<file path="src/rtl/mem_arbiter_pkg.sv">
// Shared types, default widths and the grant-selection helper for mem_arbiter.
package mem_arb_pkg;

  localparam int DEF_DATA_W   = 32;
  localparam int DEF_ADDR_W   = 32;
  localparam int DEF_MAX_WAIT = 255;

  typedef enum logic [1:0] {
    IDLE   = 2'd0,
    ACCESS = 2'd1,
    DONE   = 2'd2
  } arb_state_t;

  typedef enum logic {
    GRANT_I = 1'b0,
    GRANT_D = 1'b1
  } grant_t;

  // A lone requester is always served.
  // Under contention, the port that was not served last wins.
  function automatic grant_t pick_grant(input logic   i_pend,
                                        input logic   d_pend,
                                        input grant_t last_grant);
    grant_t g;
    if (i_pend && d_pend) begin
      g = (last_grant == GRANT_D) ? GRANT_I : GRANT_D;
    end else if (d_pend) begin
      g = GRANT_D;
    end else begin
      g = GRANT_I;
    end
    return g;
  endfunction

endpackage

</file>
<file path="src/rtl/mem_arbiter_if.sv">
// Bus bundle between the two requesters (fetch and data), the arbiter and the RAM.
// slave  : the arbiter's view (serves requests, drives the RAM).
// master : the environment's view (CPU ports plus RAM responder).
interface mem_arbiter_if
  import mem_arb_pkg::*;
#(
  parameter int DATA_W = DEF_DATA_W,
  parameter int ADDR_W = DEF_ADDR_W
);

  logic              i_req;
  logic [ADDR_W-1:0] i_addr;
  logic [DATA_W-1:0] i_rdata;
  logic              i_ready;

  logic              d_ren;
  logic              d_wen;
  logic [ADDR_W-1:0] d_addr;
  logic [DATA_W-1:0] d_wdata;
  logic [DATA_W-1:0] d_rdata;
  logic              d_ready;

  logic [ADDR_W-1:0] ram_addr;
  logic [DATA_W-1:0] ram_wdata;
  logic              ram_ren;
  logic              ram_wen;
  logic [DATA_W-1:0] ram_rdata;
  logic              ram_busy;

  modport slave (
    input  i_req, i_addr, d_ren, d_wen, d_addr, d_wdata, ram_rdata, ram_busy,
    output i_rdata, i_ready, d_rdata, d_ready, ram_addr, ram_wdata, ram_ren, ram_wen
  );

  modport master (
    output i_req, i_addr, d_ren, d_wen, d_addr, d_wdata, ram_rdata, ram_busy,
    input  i_rdata, i_ready, d_rdata, d_ready, ram_addr, ram_wdata, ram_ren, ram_wen
  );

endinterface

</file>
<file path="src/rtl/mem_arbiter_wait_timer.sv">
// wait_timer: counts busy cycles of one RAM access and flags when the tolerated
// number has been reached. The count saturates at the limit until cleared.
module wait_timer
  import mem_arb_pkg::*;
#(
  parameter int MAX_WAIT = DEF_MAX_WAIT
) (
  input  logic clk,
  input  logic nRST,
  input  logic clear,
  input  logic enable,
  output logic expired
);

  localparam int               CNT_W = (MAX_WAIT < 1) ? 1 : $clog2(MAX_WAIT + 1);
  localparam logic [CNT_W-1:0] LIMIT = CNT_W'(MAX_WAIT);

  logic [CNT_W-1:0] count;

  assign expired = (count == LIMIT);

  // Busy-cycle counter: cleared between accesses, stops once the limit is hit.
  always_ff @(posedge clk or negedge nRST) begin
    if (!nRST) begin
      count <= '0;
    end else if (clear) begin
      count <= '0;
    end else if (enable && !expired) begin
      count <= count + CNT_W'(1);
    end
  end

endmodule

</file>
<file path="src/rtl/mem_arbiter.sv">
// mem_arbiter: shares one single-port RAM between instruction fetch and data
// load/store. One access at a time: IDLE picks a port and latches its request,
// ACCESS drives the RAM until busy drops (or the wait timer expires), DONE
// pulses the granted port's ready for one cycle.
module mem_arbiter
  import mem_arb_pkg::*;
#(
  parameter int DATA_W   = DEF_DATA_W,
  parameter int ADDR_W   = DEF_ADDR_W,
  parameter int MAX_WAIT = DEF_MAX_WAIT
) (
  input  logic         clk,
  input  logic         nRST,
  mem_arbiter_if.slave bus,
  output logic         err
);

  arb_state_t state;
  arb_state_t next_state;

  grant_t last_grant;
  grant_t grant_q;
  grant_t grant_next;

  logic op_write;
  logic write_next;
  logic first_cycle;

  logic [ADDR_W-1:0] ram_addr_q;
  logic [DATA_W-1:0] ram_wdata_q;
  logic              ram_ren_q;
  logic              ram_wen_q;

  logic              i_ready_q;
  logic              d_ready_q;
  logic [DATA_W-1:0] i_rdata_q;
  logic [DATA_W-1:0] d_rdata_q;
  logic              err_q;

  logic d_pend;
  logic any_pend;
  logic access_end;
  logic expired;

  logic latch_req;
  logic finish;
  logic timed_out;
  logic timer_en;
  logic timer_clr;
  logic retire;

  // A simultaneous read+write request is handled as a write.
  assign d_pend     = bus.d_ren | bus.d_wen;
  assign any_pend   = bus.i_req | d_pend;
  assign grant_next = pick_grant(bus.i_req, d_pend, last_grant);
  assign write_next = (grant_next == GRANT_D) && bus.d_wen;

  // The RAM needs a cycle to raise busy, so the first ACCESS cycle never ends
  // the access. A low busy takes priority over an expired timer.
  assign access_end = !first_cycle && (!bus.ram_busy || expired);

  wait_timer #(
    .MAX_WAIT (MAX_WAIT)
  ) u_wait_timer (
    .clk     (clk),
    .nRST    (nRST),
    .clear   (timer_clr),
    .enable  (timer_en),
    .expired (expired)
  );

  // State register; an asserted reset forces IDLE immediately.
  always_ff @(posedge clk or negedge nRST) begin
    if (!nRST) begin
      state <= IDLE;
    end else begin
      state <= next_state;
    end
  end

  // Next-state logic: IDLE -> ACCESS on any request, ACCESS -> DONE when the
  // RAM finishes or gives up, DONE -> IDLE unconditionally.
  always_comb begin
    next_state = state;
    case (state)
      IDLE:    if (any_pend) next_state = ACCESS;
      ACCESS:  if (access_end) next_state = DONE;
      DONE:    next_state = IDLE;
      default: next_state = IDLE;
    endcase
  end

  // Per-state control strobes for the datapath registers and the wait timer.
  always_comb begin
    latch_req = 1'b0;
    finish    = 1'b0;
    timed_out = 1'b0;
    timer_en  = 1'b0;
    timer_clr = 1'b1;
    retire    = 1'b0;
    case (state)
      IDLE: begin
        latch_req = any_pend;
      end
      ACCESS: begin
        timer_clr = 1'b0;
        timer_en  = bus.ram_busy;
        finish    = access_end;
        timed_out = access_end && bus.ram_busy;
      end
      DONE: begin
        retire = 1'b1;
      end
      default: begin
        latch_req = 1'b0;
      end
    endcase
  end

  // Request latch and RAM drive: the granted request is captured once and held
  // stable on the RAM lines until the access ends.
  always_ff @(posedge clk or negedge nRST) begin
    if (!nRST) begin
      first_cycle <= 1'b0;
      grant_q     <= GRANT_I;
      op_write    <= 1'b0;
      ram_addr_q  <= '0;
      ram_wdata_q <= '0;
      ram_ren_q   <= 1'b0;
      ram_wen_q   <= 1'b0;
    end else begin
      first_cycle <= latch_req;
      if (latch_req) begin
        grant_q     <= grant_next;
        op_write    <= write_next;
        ram_addr_q  <= (grant_next == GRANT_D) ? bus.d_addr : bus.i_addr;
        ram_wdata_q <= write_next ? bus.d_wdata : '0;
        ram_ren_q   <= !write_next;
        ram_wen_q   <= write_next;
      end else if (finish) begin
        ram_ren_q <= 1'b0;
        ram_wen_q <= 1'b0;
      end
    end
  end

  // Completion: load the granted port's data register and raise its ready for
  // the DONE cycle. Writes and aborted accesses return zero.
  always_ff @(posedge clk or negedge nRST) begin
    if (!nRST) begin
      i_ready_q <= 1'b0;
      d_ready_q <= 1'b0;
      i_rdata_q <= '0;
      d_rdata_q <= '0;
    end else if (finish) begin
      if (grant_q == GRANT_I) begin
        i_ready_q <= 1'b1;
        i_rdata_q <= timed_out ? '0 : bus.ram_rdata;
      end else begin
        d_ready_q <= 1'b1;
        d_rdata_q <= (timed_out || op_write) ? '0 : bus.ram_rdata;
      end
    end else if (retire) begin
      i_ready_q <= 1'b0;
      d_ready_q <= 1'b0;
    end
  end

  // Fairness history and the sticky timeout flag; err clears only on reset.
  always_ff @(posedge clk or negedge nRST) begin
    if (!nRST) begin
      last_grant <= GRANT_D;
      err_q      <= 1'b0;
    end else begin
      if (retire) begin
        last_grant <= grant_q;
      end
      if (timed_out) begin
        err_q <= 1'b1;
      end
    end
  end

  assign bus.ram_addr  = ram_addr_q;
  assign bus.ram_wdata = ram_wdata_q;
  assign bus.ram_ren   = ram_ren_q;
  assign bus.ram_wen   = ram_wen_q;
  assign bus.i_ready   = i_ready_q;
  assign bus.i_rdata   = i_rdata_q;
  assign bus.d_ready   = d_ready_q;
  assign bus.d_rdata   = d_rdata_q;
  assign err           = err_q;

endmodule

</file>
<file path="src/flat_wrapper.sv">
// flat-port wrapper written by rule: the top's interface ports become plain ports
module mem_arbiter_flat import mem_arb_pkg::*;
#(
  parameter int DATA_W   = DEF_DATA_W,
  parameter int ADDR_W   = DEF_ADDR_W,
  parameter int MAX_WAIT = DEF_MAX_WAIT
)
  (clk, nRST, err, bus_i_req, bus_i_addr, bus_d_ren, bus_d_wen, bus_d_addr, bus_d_wdata, bus_ram_rdata, bus_ram_busy, bus_i_rdata, bus_i_ready, bus_d_rdata, bus_d_ready, bus_ram_addr, bus_ram_wdata, bus_ram_ren, bus_ram_wen);
  mem_arbiter_if #(.DATA_W(DATA_W), .ADDR_W(ADDR_W)) bus_i ();
  input  logic clk;
  input  logic nRST;
  output logic err;
  input wire logic [$bits(bus_i.i_req)-1:0] bus_i_req;
  input wire logic [$bits(bus_i.i_addr)-1:0] bus_i_addr;
  input wire logic [$bits(bus_i.d_ren)-1:0] bus_d_ren;
  input wire logic [$bits(bus_i.d_wen)-1:0] bus_d_wen;
  input wire logic [$bits(bus_i.d_addr)-1:0] bus_d_addr;
  input wire logic [$bits(bus_i.d_wdata)-1:0] bus_d_wdata;
  input wire logic [$bits(bus_i.ram_rdata)-1:0] bus_ram_rdata;
  input wire logic [$bits(bus_i.ram_busy)-1:0] bus_ram_busy;
  output wire logic [$bits(bus_i.i_rdata)-1:0] bus_i_rdata;
  output wire logic [$bits(bus_i.i_ready)-1:0] bus_i_ready;
  output wire logic [$bits(bus_i.d_rdata)-1:0] bus_d_rdata;
  output wire logic [$bits(bus_i.d_ready)-1:0] bus_d_ready;
  output wire logic [$bits(bus_i.ram_addr)-1:0] bus_ram_addr;
  output wire logic [$bits(bus_i.ram_wdata)-1:0] bus_ram_wdata;
  output wire logic [$bits(bus_i.ram_ren)-1:0] bus_ram_ren;
  output wire logic [$bits(bus_i.ram_wen)-1:0] bus_ram_wen;
  assign bus_i.i_req = bus_i_req;
  assign bus_i.i_addr = bus_i_addr;
  assign bus_i.d_ren = bus_d_ren;
  assign bus_i.d_wen = bus_d_wen;
  assign bus_i.d_addr = bus_d_addr;
  assign bus_i.d_wdata = bus_d_wdata;
  assign bus_i.ram_rdata = bus_ram_rdata;
  assign bus_i.ram_busy = bus_ram_busy;
  assign bus_i_rdata = bus_i.i_rdata;
  assign bus_i_ready = bus_i.i_ready;
  assign bus_d_rdata = bus_i.d_rdata;
  assign bus_d_ready = bus_i.d_ready;
  assign bus_ram_addr = bus_i.ram_addr;
  assign bus_ram_wdata = bus_i.ram_wdata;
  assign bus_ram_ren = bus_i.ram_ren;
  assign bus_ram_wen = bus_i.ram_wen;
  mem_arbiter #(.DATA_W(DATA_W), .ADDR_W(ADDR_W), .MAX_WAIT(MAX_WAIT)) u_core (.clk(clk), .nRST(nRST), .bus(bus_i), .err(err));
endmodule
</file>
<file path="config.mk">
export PLATFORM = sky130hd
export DESIGN_NAME = mem_arbiter_flat
export DESIGN_NICKNAME = d
export VERILOG_FILES = /design/src/rtl/mem_arbiter_pkg.sv /design/src/rtl/mem_arbiter_if.sv /design/src/rtl/mem_arbiter_wait_timer.sv /design/src/rtl/mem_arbiter.sv /design/src/flat_wrapper.sv
export SDC_FILE = /design/constraint.sdc
export NUM_CORES = 1
export LEC_CHECK = 0
export BUFFER_PORTS_ARGS = -buffer_cell sky130_fd_sc_hd__buf_4
export CORE_MARGIN = 2
export CORE_UTILIZATION = 41
export DETAILED_ROUTE_END_ITERATION = 8
export HOLD_SLACK_MARGIN = 0.1
export PLACE_DENSITY = 0.73
export SLEW_MARGIN = 20
export SYNTH_ARGS = -nofsm -noshare
export SYNTH_HDL_FRONTEND = slang
export SYNTH_SLANG_ARGS = --single-unit
</file>
<file path="constraint.sdc">
create_clock -name clk -period 1.5 [get_ports clk]
set_input_delay 0.15 -clock clk [delete_from_list [all_inputs] [get_ports clk]]
set_output_delay 0.15 -clock clk [all_outputs]
set_load 0.02 [all_outputs]
</file>
==> flow_metrics.env <==
export IMPL_synth_top_area_share_pct=55.97
export IMPL_postRouteAntennaNets=0
export IMPL_whs_path_depth=3
export IMPL_worst_path_buf_inv=1
export IMPL_synthDominantAreaCellType="dfrtp_1"
export IMPL_status="finished with violations"
export IMPL_post_route_cells_drive_above_1_share_pct=37.03
export IMPL_grt_max_degree=46
export IMPL_hold_viol_final=0
export IMPL_place_area_um2=9090
export IMPL_ys_async_sr_fraction_pct=100.0
export IMPL_x_dimension_of_the_die_um=130.2
export IMPL_kind_of_cell_adding_the_most_delay_to_the_critical_path="simple AND/OR/NAND/NOR gates"
export IMPL_met3WireLength_um=1379
export IMPL_regToRegStartpoint="u_core.state[1]"
export IMPL_violations_in_the_final_reports="setup timing"
export IMPL_r2r_end="u_core.bus.i_rdata[24]"
export IMPL_post_synth_top_count_cell="dfrtp_1"
export IMPL_synth_warn=0
export IMPL_topRoutingLayerUsed="met4"
export IMPL_drtIter0Drc=383
export IMPL_clock_path_buffers=2
export IMPL_startpoint_type="flop"
export IMPL_syn_cell_area_um2=6528
export IMPL_finalWorstPathRequiredPeriod_ps=1620
export IMPL_syn_inst=584
export IMPL_sequential_cell_area_um2=3680
export IMPL_worstSetupEndpointType="flop"
export IMPL_worst_endpoint_required_ps=1790
export IMPL_routed_wire_length_per_instance_um=20.05
export IMPL_routedLengthMet1_um=9754
export IMPL_slew_headroom_pct=69.28
export IMPL_pre_cts_ws_ps=-97.58
export IMPL_multi_input_combinational_cell_area_um2=2577
export IMPL_sequence_of_cells_on_the_critical_path="or3b_4 -> buf_12 -> o21a_1 -> a221o_1"
export IMPL_cts_root_buf="clkbuf_16"
export IMPL_power_leakage_nw=5.109
export IMPL_effective_utilization_at_floorplan_pct=41.54
export IMPL_layout_area_overhead_vs_synth_pct=71.90
export IMPL_die_height_um=130.2
export IMPL_worst_setup_slack_final_ps=-120.3
export IMPL_via_count_of_the_first_global_routing_pass=6822
export IMPL_syn_nets=719
export IMPL_number_of_antenna_violations_at_the_first_check_in_global_routing=1
export IMPL_cts_buffers_inserted=17
export IMPL_netlist_top_cells_area="dfrtp_1 (56%), mux2i_1 (5.5%), a21oi_1 (5.2%)"
export IMPL_crit_type="flop to flop"
export IMPL_fin_skew_ps=14.40
export IMPL_finalSetupViolCount=34
export IMPL_max_cap_violations=0
export IMPL_cts_sinks=147
export IMPL_layout_filler_cells=1072
export IMPL_design_portCount=267
export IMPL_worstHoldStart="bus_ram_busy"
export IMPL_ys_dominant_reg_cell="dfrtp_1"
export IMPL_drt_first_pass_iters=5
export IMPL_hpwl_um=13740
export IMPL_reg2reg_depth=4
export IMPL_critical_path_max_fanout=29
export IMPL_fmax_mhz=617.2
export IMPL_via_count=6757
export IMPL_gr_usage_all_layers_pct=27.79
export IMPL_arrival_ps=1910
export IMPL_port_buffers=266
export IMPL_routabilityCongestion=0.7972
export IMPL_number_of_enable_flip_flop_cells_after_synthesis=0
export IMPL_power_per_cell_area_nw_per_um2=2001
export IMPL_drt_wl_total_um=24620
export IMPL_htreeDepth=4
export IMPL_clk_insertion_delay_late_ps=430
export IMPL_worst_tran_pin_value_ps=460.8
export IMPL_period_share_pct=108.0
export IMPL_postSynthAreaPerCell_um2=11.18
export IMPL_clk_slew_on_worst_s_h_paths_ps=60
export IMPL_min_delay_path_class="primary input to flop"
export IMPL_crit_slowest_cell="or3b_4"
export IMPL_synth_yosys_seq_area_share_pct=56.37
export IMPL_final_design_area_no_fill_um2=11220
export IMPL_worst_hold_slack_ps=141.9
export IMPL_total_gr_overflow=0
export IMPL_timing_reg2reg_setup_slack_ps=-120
export IMPL_hold_path_end="u_core.u_wait_timer.count[2]"
export IMPL_netlist_top_cells_count="dfrtp_1 (146), a21oi_1 (68), mux2i_1 (36)"
export IMPL_critical_path_max_stage_delay_ps=460
export IMPL_vias_per_cell=5.502
export IMPL_final_net_count=1134
export IMPL_drc=0
export IMPL_peakVddDrop_mv=1.249
export IMPL_floorplan_rows=46
export IMPL_final_max_slew_violation_count=0
export IMPL_rsz_0062_raised_after_global_routing="true"
export IMPL_layoutNonFillerInstCount=1228
export IMPL_coreArea_um2=15710
export IMPL_tritoncts="yes"
export IMPL_netlist_cell_type_count=42
export IMPL_design_die_area_um2=16950
export IMPL_synth_seq_cells=147
export IMPL_numPlacedInstances=1057
export IMPL_grt_first_pass_wirelength_um=36270
export IMPL_wl_met2_um=12290
[how the worst max path moves through the flow]
stage	startpoint	endpoint	slack (ps)	cells past startpoint
final	u_core.state[1]	u_core.bus.i_rdata[24]	-120	4
after global routing	u_core.state[1]	u_core.bus.i_rdata[6]	-150	4
after CTS	u_core.state[1]	u_core.bus.i_rdata[23]	-90	4
after detailed placement	u_core.first_cycle	u_core.bus.i_rdata[31]	-100	4
after global placement	u_core.first_cycle	u_core.bus.i_rdata[13]	-60	4
after floorplan	u_core.first_cycle	u_core.bus.i_rdata[0]	-80	5
[final cells by class]
class | count | share of cell area, %
antenna | 2 | 0.04460
multi-input combinational | 350 | 22.97
timing repair buffer | 448 | 35.54
inverter | 35 | 1.193
sequential | 147 | 32.79
clock inverter | 10 | 0.9813
tap | 216 | 2.409
clock buffer | 20 | 4.070
[metal layers]
layer | track usage, % | up-vias
met2 | 45.24 | 302
li1 | - | 3027
met5 | 0 | -
met3 | 5.863 | 91
met1 | 34.35 | 3337
met4 | 16.13 | 0
[metrics by stage]
| stage | utilization [%] | TNS (ps) | total power [mW] |
|---|---|---|---|
| finish | 71.41 | -2397 | 22.45 |
| global route | 71.40 | -4841 | 23.54 |
| CTS | 70.19 | -2159 | 21.75 |
| detailed placement | 57.85 | -3140 | 16.99 |
| global placement | 57.85 | -1883 | 16.76 |
| floorplan | - | -2594 | 12.35 |
[repair_timing]
| action | 4_1_cts | 5_1_grt |
|---|---|---|
| setup endpoints to repair | 72 | 79 |
| hold endpoints to repair | 275 | 1 |
| gates resized for setup | 11 | 29 |
| buffers inserted | 3 | 2 |
| gates cloned | 2 | 3 |
| hold buffers | 128 | 1 |
| pin swaps | 2 | 2 |
[registers in the layout (all words and copies together) (netlist names)]
signal / count
u_core.bus.d_rdata: 32
u_core.bus.i_rdata: 32
u_core.bus.ram_addr: 32
u_core.bus.ram_wdata: 32
u_core.u_wait_timer.count: 8
u_core.state: 2
u_core.bus.d_ready: 1
u_core.bus.i_ready: 1
u_core.bus.ram_ren: 1
u_core.bus.ram_wen: 1
u_core.err: 1
u_core.first_cycle: 1
u_core.grant_q: 1
u_core.last_grant: 1
u_core.op_write: 1
[worst min-delay path, delay by kind of cell]
family	cells	cell delay (ps)
AND/OR/NAND/NOR	1	70
buffers and inverters	1	150
AO/OA/AOI/OAI	1	140
[power breakdown]
| part | leakage, nW | internal (mW) | total [mW] | switching [mW] |
|---|---|---|---|---|
| registers | 1.64 | 5.58 | 6.77 | 1.19 |
| logic | 3.20 | 5.26 | 11.5 | 6.25 |
| clock network | 0.270 | 2.50 | 4.17 | 1.67 |
| total | 5.11 | 13.3 | 22.5 | 9.11 |
[cell families (layout without fill, tap and decap cells)]
group / Yosys count / in the layout / share of synthesized area [%]
DFF: 147 / 147 / 56.37
AOI/OAI and AO/OA: 248 / 248 / 26.59
buffers and inverters: 87 / 513 / 5.942
muxes: 36 / 36 / 5.520
adders and majority gates: 1 / 1 / 0.1917
other: 0 / 2 / 0
and+or+nand+nor: 65 / 65 / 5.386
[layout by cell type (no fill, tap or decap), drive strengths merged, types with 2 or more instances in the layout]
cell,instances
a22o,33
buf,316
nor2,4
nand2b,4
nand2,9
a21oi,68
inv,35
nand3,34
a221o,32
nor3,2
bufinv,2
and4,2
o211ai,32
a31oi,2
diode,2
mux2i,36
dfrtp,146
clkbuf,23
o21a,33
dlygate4sd3,129
nand4,2
a211oi,4
clkinv,4
nor4bb,2
clkinvlp,4
o21ai,35
No activity file was read; power rests on OpenSTA's default activity.
